**src/rtl/crc8_pkg.sv**
```systemverilog
// CRC8 arbiter shared definitions: polynomial, seed and FSM state encoding.
package crc8_pkg;

    localparam logic [7:0] CRC8_POLY = 8'h9B;
    localparam logic [7:0] CRC8_INIT = 8'hFF;

    typedef enum logic [1:0] {
        IDLE,
        DATA,
        CRC
    } state_t;

endpackage : crc8_pkg

```
**src/rtl/crc8_next.sv**
```systemverilog
// One-byte CRC8 step: MSB-first, no reflection, polynomial from crc8_pkg.
module crc8_next
    import crc8_pkg::*;
(
    input  logic [7:0] crc_i,
    input  logic [7:0] byte_i,
    output logic [7:0] crc_o
);

    // Shift the byte through the LFSR eight times.
    always_comb begin
        // NOTE: blocking assignments here so each iteration builds on the previous one.
        crc_o = crc_i ^ byte_i;
        for (int i = 0; i < 8; i++) begin
            if (crc_o[7]) crc_o = {crc_o[6:0], 1'b0} ^ CRC8_POLY;
            else          crc_o = {crc_o[6:0], 1'b0};
        end
    end

endmodule : crc8_next

```
**config.mk**
```make
export PLATFORM = sky130hd
export DESIGN_NAME = crc8_next
export DESIGN_NICKNAME = d
export VERILOG_FILES = /design/src/rtl/crc8_pkg.sv /design/src/rtl/crc8_next.sv
export SDC_FILE = /design/constraint.sdc
export NUM_CORES = 1
export LEC_CHECK = 0
export ABC_AREA = 1
export CORE_UTILIZATION = 39
export DETAILED_ROUTE_END_ITERATION = 6
export PLACE_DENSITY = 0.82
export SLEW_MARGIN = 5
export SYNTH_ARGS = -nofsm -noshare
export SYNTH_HDL_FRONTEND = slang
export SYNTH_SLANG_ARGS = --single-unit
```
**constraint.sdc**
```tcl
create_clock -name vclk -period 2.01
set_clock_uncertainty 0.1 [all_clocks]
set_input_delay 0.402 -clock vclk [all_inputs]
set_output_delay 0.402 -clock vclk [all_outputs]
set_load 0.005 [all_outputs]
```
==> metrics, run 1 <==
outcome=aborted with a tool error; failing step=global routing; Log Error=[ERROR DPL-0038] Utilization greater than 100%, impossible to legalize; # rows=12; Worst End Pin Type=output port; Synth Net Count=137; Port Buffer Count=24; Synth cell types=9; post-synthesis instance total=around 120; main combinational cell family by area after synthesis=simple AND/OR/NAND/NOR gates; Placed Instances=around 170; setup slack at placement=-0.823 ns; GP Congestion=between 0.7 and 0.8; synthesized cell area=~530 sq um; Commonest cells post-synth=80 x nand2_1, 14 x inv_1, 8 x nand2_2; most frequent cell after synthesis=nand2_1; Compound-Gate Fraction of Synth Area=0%; largest net degree at the start of global routing=6; I/O pin count=24; cts hold-fix bufs=0; simple-gate share of the synthesized area=73.3%; sequential fraction of the synthesis area=0%; adder-cell share of the synthesized area=0%; die width=approximately 39 um; Die Y=slightly below 40 um; syn avg cell area=roughly 4.4 sq um; multiplexer area fraction after synthesis=0%; Synth Warn #=0; Initial Utilization=a little under half; worst_ep grt=crc_o[7]; area leader, netlist=nand2_1; XOR/XNOR Fraction of Synth Area=12.6%; largest cells by area after synthesis=nand2_1 56%, inv_1 9.8%, nand2_2 9.4%; Synth top area share=56.2%; DP Wirelength=between 1000 and 1500 um
-- cell families after synthesis --
kind of cell,count (synthesis)
simple gates,95
buf+inv,20
xor+xnor,6
-- what timing repair did --
item	4_1_cts
resized for setup	130
setup endpoints to repair	8
gates cloned	0
endpoints found under the hold margin	0
setup buffers	8
pin swaps	43
-- stage by stage --
step                      hold WS [ns]  cell area (sq um)
after floorplan                  0.893                534
after global placement            1.96                860
after detailed placement          1.97                860
after CTS                         1.36                957
==> run 2, diff against run 1 <==
--- a/config.mk
+++ b/config.mk
@@ -6,9 +6,10 @@
 export NUM_CORES = 1
 export LEC_CHECK = 0
 export ABC_AREA = 1
-export CORE_UTILIZATION = 39
+export CORE_AREA = 2 2 63 65
 export DETAILED_ROUTE_END_ITERATION = 6
-export PLACE_DENSITY = 0.82
+export DIE_AREA = 0 0 65 67
+export PLACE_DENSITY_LB_ADDON = 0.15
 export SLEW_MARGIN = 5
 export SYNTH_ARGS = -nofsm -noshare
 export SYNTH_HDL_FRONTEND = slang
==> metrics, run 2 <==
syn avg cell area=4.42 sq um (unchanged); clock buf count=0; CP Capture Type=primary output; drc violations=0; most common cell after layout, fill and taps aside=nand2_2; Die Area=roughly 4400 sq um; highest-count cells in the layout ignoring fill and taps=44 x nand2_2, 34 x nand2_1, 17 x buf_4; crit path to=crc_o[5]; DRT Pass-1 Iters=2; Synth cell types=9 (unchanged); most frequent cell after synthesis=nand2_1; vias in the first global route=approximately 700; total grt overflow=0; fin worst setup slack=-0.00163 ns; DP Wirelength=1250 um (+16%); Avg WL per Cell=8.00 um; failing checks=negative setup slack; Tmin final=2.01 ns; NumNets Final=around 180; die width=65 um (+67%); RSZ-0062 raised after global routing=yes; Worst Path Max Fanout=3; synthesized cell area=534 sq um (unchanged); slew margin rel.=88.1%; DRT iter0 DRCs=3; largest cells by area after synthesis=nand2_1 56%, inv_1 9.8%, nand2_2 9.4%; outcome=finished, violations left; Worst VDD drop=83.3 uV; Commonest cells post-synth=80 x nand2_1, 14 x inv_1, 8 x nand2_2; Final Instance Area=~1200 sq um; ant diodes=0; PwrDens=~330 nW/um^2; core box area=approximately 3600 sq um; Critical Path Start Type=input pin; antenna violations before repair=0; post-route total power=404 uW; Max-Cap Viols=0; post-place instance area=902 sq um (+4.9%); CP Class=input pin to primary output; FMAX=0.497 GHz; Avg Vias per Cell=approximately 3.8; Worst Tran Pin Value=about 0.18 ns; Synth top area share=56.2% (unchanged); LEAKAGE=about 0.67 nW; CP required=approximately 1.5 ns; # rows=22 (+10); crit path DAT=1.51 ns; Seq cells=0; Synth Net Count=137 (unchanged); sequential fraction of the synthesis area=0% (unchanged); area occupied by registers=0 sq um; largest net degree at the start of global routing=6; Layout fillers=roughly 400; GRT Total Usage=approximately 6.9%; Initial Utilization=14.8% (-30 points); I/O pin count=24 (unchanged); area leader, netlist=nand2_1; Hold Path Class=input pin to primary output; share of cells above drive strength 1=a little over two thirds; Port Buffer Count=24 (unchanged); first-pass GRT wire length=2500 um; CP Launch Point=byte_i[5]; post-synthesis instance total=121 (unchanged); synth-to-layout area growth=128%; Final Cycle Share=100%; Die Y=67 um (+72%); GP Congestion=0.623 (-17%); antenna-violating nets left=0; DR vias=around 790; DRT Wirelength=between 1500 and 2000 um; Hold Fails Final Rpt=0; Final Setup Violations=1; Pins Over Slew Limit=0; Synth Warn #=0 (unchanged)
[run 2: cell counts after synthesis]
No cell type changed its count.
[run 2: stage by stage]
stage          setup WS (ns)  instances  utilization (%)  hold WS, ns  setup TNS, ns
4_1_cts              -0.0979        208             28.2         1.35         -0.121
3_3_place_gp          -0.826        202             25.0         1.96          -4.88
3_5_place_dp          -0.874        202             25.0         1.97          -5.06
2_1_floorplan          0.237        121                -        0.893              0
6_report            -0.00163        209             33.8         1.34       -0.00163
5_1_grt              -0.0891        209             33.8         1.39         -0.278
[run 2: cell families after synthesis]
group / share of synthesized area, %
XOR/XNOR: 12.6
buffers and inverters: 14.1
AND/OR/NAND/NOR: 73.3
[run 2: layout make-up]
cell class	instances	area (sq um)	area share [%]
inverters	20	115	9.44
multi-input cells	101	667	54.7
well taps	48	60.1	4.92
repair buffers	40	378	31.0
[run 2: layer usage]
metal | track usage, % | routed length [um] | up-vias
li1 | - | - | 430
met1 | 7.21 | 577 | 355
met2 | 15.9 | 1070 | 7
met3 | 0 | 26 | 0
met4 | 0 | 0 | 0
met5 | 0 | 0 | -
[run 2: what timing repair did]
action                     4_1_cts  5_1_grt
setup endpoints to repair        8        5
gates resized for setup        134       62
pin swaps                       37       43
hold buffers                     0        0
buffers inserted                 6        1
cloned                           0        0
[run 2: report_power, final]
group	switching [mW]	leakage, nW	internal (mW)
logic	0.199	0.671	0.205
registers	0	0	0
clock network	0	0	0
[run 2: worst max-delay path: stages]
cell and delay (ns):
buf_6 0.09, inv_4 0.03, nand2_2 0.07, nand2_4 0.08, xor2_4 0.19, buf_4 0.14, buf_4 0.12, xor2_1 0.15
inv_1 0.04, clkdlybuf4s15_2 0.19
[run 2: worst min-delay path by stage]
stage	startpoint	endpoint	slack (ns)	cells after the start
detailed placement	crc_i[5]	crc_o[6]	1.97	6
global route	crc_i[5]	crc_o[6]	1.39	6
CTS	crc_i[5]	crc_o[6]	1.35	6
floorplan	crc_i[1]	crc_o[2]	0.89	2
finish	byte_i[3]	crc_o[4]	1.34	6
global placement	crc_i[5]	crc_o[6]	1.96	6
(Power assumes the default switching activity.)
